--- config.mk ---
export PLATFORM = sky130hd
export DESIGN_NAME = prio_req_arbiter
export DESIGN_NICKNAME = d
export VERILOG_FILES = /design/src/rtl/prio_req_arbiter.sv
export SDC_FILE = /design/constraint.sdc
export NUM_CORES = 1
export LEC_CHECK = 0
export BUFFER_PORTS_ARGS = -buffer_cell sky130_fd_sc_hd__buf_2
export CORE_ASPECT_RATIO = 0.8
export CORE_MARGIN = 4
export CORE_UTILIZATION = 50
export DETAILED_ROUTE_END_ITERATION = 6
export MAX_ROUTING_LAYER = met4
export PLACE_DENSITY_LB_ADDON = 0.3
export SLEW_MARGIN = 25
export SYNTH_ARGS = -nofsm -noshare
export SYNTH_HDL_FRONTEND = slang
export SYNTH_SLANG_ARGS = --single-unit
--- constraint.sdc ---
create_clock -name clk -period 6 [get_ports clk]
set_input_delay 0 -clock clk [delete_from_list [all_inputs] [get_ports clk]]
set_output_delay 0 -clock clk [all_outputs]
set_load 0.01 [all_outputs]
--- src/rtl/prio_req_arbiter.sv ---
// prio_req_arbiter: captures rising edges on eight request lines into a
// pending register. It offers the highest-priority pending, unmasked line
// as a held 3-bit index on a valid/ready port. An offer is never retracted
// once made, and the line's pending bit is cleared when the offer is accepted.
module prio_req_arbiter (
  input  logic       clk,
  input  logic       rst_n,
  input  logic [7:0] req,
  input  logic [7:0] mask,
  input  logic       out_ready,
  input  logic       clr_ovr,
  output logic       out_valid,
  output logic [2:0] out_code,
  output logic [7:0] pending,
  output logic [7:0] overrun,
  output logic [7:0] drop_cnt
);

  typedef enum logic {IDLE, OFFER} state_t;

  state_t     state;
  logic [7:0] req_d;
  logic [7:0] rise;
  logic [7:0] clr_bit;
  logic [7:0] pending_next;
  logic [7:0] ovr_ev;
  logic [7:0] overrun_next;
  logic [3:0] ovr_pop;
  logic [8:0] drop_sum;
  logic [7:0] drop_next;
  logic [7:0] eligible;

  // Highest set index wins; an all-zero vector maps to 0 (never used that way)
  function automatic logic [2:0] prio_index(input logic [7:0] v);
    prio_index = 3'd0;
    for (int i = 0; i < 8; i++) begin
      if (v[i]) prio_index = i[2:0];
    end
  endfunction

  // Next-state terms for pending, overrun flags and the saturating drop counter
  always_comb begin
    rise     = req & ~req_d;
    clr_bit  = (out_valid && out_ready) ? (8'd1 << out_code) : 8'd0;
    // A new edge on the line being accepted re-arms it rather than being lost
    pending_next = (pending & ~clr_bit) | rise;
    ovr_ev   = rise & pending & ~clr_bit;
    overrun_next = clr_ovr ? ovr_ev : (overrun | ovr_ev);
    ovr_pop  = 4'd0;
    for (int i = 0; i < 8; i++) begin
      ovr_pop = ovr_pop + {3'd0, ovr_ev[i]};
    end
    drop_sum  = (clr_ovr ? 9'd0 : {1'b0, drop_cnt}) + {5'd0, ovr_pop};
    drop_next = drop_sum[8] ? 8'hFF : drop_sum[7:0];
    eligible  = pending & mask;
  end

  // Edge history, pending capture and overrun bookkeeping
  always_ff @(posedge clk or negedge rst_n) begin
    if (!rst_n) begin
      req_d    <= 8'd0;
      pending  <= 8'd0;
      overrun  <= 8'd0;
      drop_cnt <= 8'd0;
    end else begin
      req_d    <= req;
      pending  <= pending_next;
      overrun  <= overrun_next;
      drop_cnt <= drop_next;
    end
  end

  // Offer FSM: pick a line from the registered pending state, then hold it until accepted
  always_ff @(posedge clk or negedge rst_n) begin
    if (!rst_n) begin
      state     <= IDLE;
      out_valid <= 1'b0;
      out_code  <= 3'd0;
    end else begin
      case (state)
        IDLE: begin
          if (eligible != 8'd0) begin
            state     <= OFFER;
            out_valid <= 1'b1;
            out_code  <= prio_index(eligible);
          end
        end
        OFFER: begin
          if (out_ready) begin
            state     <= IDLE;
            out_valid <= 1'b0;
          end
        end
        default: begin
          state     <= IDLE;
          out_valid <= 1'b0;
        end
      endcase
    end
  end

endmodule

==> impl_metrics.csv <==
group,metric,value,unit
pwr,p_seq_frac,0.414,
die,core_area,3240,µm²
sta,worst_slew_pin_slew,0.803,ns
finish,nNetsFinal,256,
min_path,min_path_cells,4,
setup_path,cp_num_buf_inv,1,
sta,min_period,4.74,ns
setup_path,worstSetupPathType,"reg -> reg",
global_routing,grt_use_total,0.209,
pwr,internal_power,0.518,mW
setup_path,crit_required,6.15,ns
pwr,p_clk_frac,0.298,
pwr,vdd_drop_max,0.202,mV
pwr,comb_power_share,0.288,
sta,slew_headroom,0.464,
min_path,hold_path_end,"out_code[0]$_DFFE_PN0P_",
setup_path,r2r-end,"drop_cnt[3]$_DFF_PN0_",
setup_path,r2r_slack,1.26,ns
synthesis,netlist_area,1760,µm²
finish,antenna_cells,0,
pwr,total_switching_power,0.226,mW
placement,dp_hpwl,3140,µm
die,num_io_pins,48,
setup_path,crit_path_start_kind,"register",
setup_path,slowest_stage,"fa_1",
die,fp-row-count,18,
finish,drive_gt1_frac,0.257,
setup_path,cp.arrival,4.89,ns
sta,drv_slew,0,
pwr,leakagePower,1.10,nW
setup_path,path_delay_family,"adder cells",
placement,gp_congestion,0.823,
sta,grt_setup_unrepaired,"no",
sta,tns,0,ns
clock_tree,clk_latency,0.29,ns
clock_tree,cts.path.max_buffers,2,
synthesis,synth.avg_cell_area,10.8,µm²
drt,routed_wl,4100,µm
drt,initialDrtViolationCount,105,
clock_tree,tritoncts,"yes",
die,initial_core_util,0.544,
synthesis,yosys.cell_types.count,39,
setup_path,r2r-start,"out_code[2]$_DFFE_PN0P_",
drt,drt.antenna.violating_nets,0,
die,die_x,74.4,µm
finish,multi_input_area,773,µm²
finish,regArea,926,µm²
setup_path,critPathMaxStageDelay,0.58,ns
setup_path,critPathMaxFanout,6,
finish,fin_util,0.695,
synthesis,ys_top_cells_by_area,"dfrtp_1 (53%), fa_1 (5.7%), ha_1 (4.3%), nand2b_1 (3.9%), o21ai_0 (3.1%)",
clock_tree,cts.sinks,37,
sta,setup_viol,0,
clock_tree,cts_root_buf,"clkbuf_8",
synthesis,synth_top_area_share,0.525,
global_routing,grt_max_degree,38,
setup_path,cp_cell_sequence,"nand3b_1 > o311ai_1 > fa_1 > fa_1 > inv_1 > fa_1 > fa_1 > fa_1 > a21o_2 > a21o_1 > nand4b_1 > o21ai_0",
setup_path,critPathMostFrequentCell,"fa_1",
clock_tree,htreeDepth,2,
sta,fin_skew,0.0143,ns
sta,finalHoldViolCount,0,
sta,fmax,211,MHz
synthesis,ys_warn_count,0,
setup_path,end_kind,"register",
global_routing,overflow,0,
synthesis,seq_area_frac_synth,0.525,
global_routing,grt_pass1_vias,1433,
pwr,swShare,0.304,
setup_path,reg2reg_depth,12,
die,die_y,61.1,µm
die,die_area,4550,µm²
finish,syn_to_final_growth,27.8,%
drt,viasPerCell,5.43,
drt,drtPass1Iterations,4,
sta,fin_crit_sh,0.790,
status,status,"complete, no violations",
pwr,powerDensity,330,nW/µm²
synthesis,synth_top_cell_by_area,"dfrtp_1",
synthesis,syn_nets,194,
min_path,holdCritStartpoint,"mask[4]",
clock_tree,cts_made_buffers,5,
drt,routedWlPerCell,15.4,µm
finish,n_fill_cell,257,
job,cap_violations,0,
global_routing,grt_pass1_wl,6820,µm
min_path,min_path_type,"in -> reg",
drt,drc_errors,0,
clock_tree,clk_pin_slew,0.08,ns
placement,io_buffers,47,
synthesis,synth_seq_cells,37,
synthesis,syn_inst,163,
global_routing,antenna_found_initial,0,
drt,vias,1445,
## worst max path at each step
stage	startpoint	end	slack (ns)	depth (start not counted)
final	out_code[2]$_DFFE_PN0P_	drop_cnt[3]$_DFF_PN0_	1.26	12
after global routing	out_code[2]$_DFFE_PN0P_	drop_cnt[5]$_DFF_PN0_	0.94	12
after CTS	out_code[2]$_DFFE_PN0P_	drop_cnt[3]$_DFF_PN0_	1.26	12
after detailed placement	out_code[2]$_DFFE_PN0P_	drop_cnt[5]$_DFF_PN0_	1.32	12
after global placement	out_code[2]$_DFFE_PN0P_	drop_cnt[3]$_DFF_PN0_	1.49	12
after floorplan	out_code[1]$_DFFE_PN0P_	drop_cnt[3]$_DFF_PN0_	1.67	13
## cell type report
type                            count  share of cell area
Timing Repair Buffer               57               0.149
Multi-Input combinational cell    110               0.343
Inverter                           14              0.0233
Sequential cell                    37               0.411
Clock buffer                        7              0.0383
Tap cell                           40              0.0222
Clock inverter                      1              0.0133
## logic make-up after synthesis
logic type / share of synthesized area
AND/OR/NAND/NOR: 0.166
flip-flops: 0.525
buffers and inverters: 0.0362
adder cells (fa/ha/maj): 0.0994
XOR/XNOR: 0.00994
AO/OA/AOI/OAI: 0.163
## power groups by stage
stage	clock (mW)	sequential (mW)	combinational, mW
floorplan	0	0.325	0.119
global placement	0	0.311	0.202
detailed placement	0	0.313	0.211
CTS	0.224	0.308	0.219
global route	0.238	0.313	0.242
finish	0.222	0.308	0.214
## registers in the layout (all words and copies together) (netlist names)
signal,cells
overrun,8
req_d,8
out_valid,1
state,1
drop_cnt,8
pending,8
out_code,3
## cell usage after synthesis
cell type  instances
o21bai_1           1
a41oi_2            1
xnor2_1            2
a211oi_2           1
a21oi_1            4
o311ai_1           1
nand4b_1           1
nor2_1            11
buf_4              1
clkbuf_1           1
a211oi_1           1
nand3_1            3
nand4_1            2
and3_1             1
fa_1               5
nand3b_1           1
a21o_2             1
a31oi_1            3
or3b_1             1
nor3_1             1
nor2b_1            6
a32o_1             1
dfrtp_1           37
o31ai_1            2
inv_1             14
a22oi_1            4
o21ai_1            4
nand2_1           10
o21ai_0           11
o22ai_1            4
a21o_1             2
a32oi_1            1
and4b_1            1
nand2b_1          11
or3b_2             1
ha_1               6
a311oi_1           1
or3_1              3
and2_1             1
## per-layer routing
| layer | track usage | part of all wire |
|---|---|---|
| met3 | 0.0522 | 0.057 |
| met2 | 0.322 | 0.45 |
| met5 | - | 0 |
| met1 | 0.270 | 0.47 |
| met4 | 0.0812 | 0.020 |
## timing repair
item,CTS,global route
hold endpoints to repair,51,0
gates resized for setup,0,0
setup buffers,0,0
hold buffers,10,0
endpoints found under the setup margin,0,0
## layout by cell type, fill, tap and decap left out, drive strengths merged, types with 2 or more instances in the layout
cell type and n:
buf 47, dfrtp 37, o21ai 15, inv 14, nand2b 11, nor2 11, nand2 10, dlygate4sd3 10
clkbuf 7, nor2b 6, ha 6, fa 5, a21oi 4, o22ai 4, a22oi 4, or3 3
nand3 3, a31oi 3, a21o 3, o31ai 2, nand4 2, xnor2 2, a211oi 2, or3b 2
## worst min-delay path, cell delays in order
cell and delay (ns):
buf_2 0.09, nand2_1 0.04, nand3_1 0.06, a31oi_1 0.07
## per-stage QoR
stage                     hold slack, ns  power (mW)  instances  setup WS [ns]  cell area (µm²)
after floorplan                   -0.296       0.444        163           1.67             1760
after global placement             0.113       0.512        248           1.49             2040
after detailed placement           0.121       0.523        248           1.32             2040
after CTS                         0.0121       0.751        266           1.26             2250
after global routing              0.0504       0.793        266          0.943             2250
final                             0.0134       0.744        266           1.26             2250
Note: power is estimated with default switching activity, not from simulation.
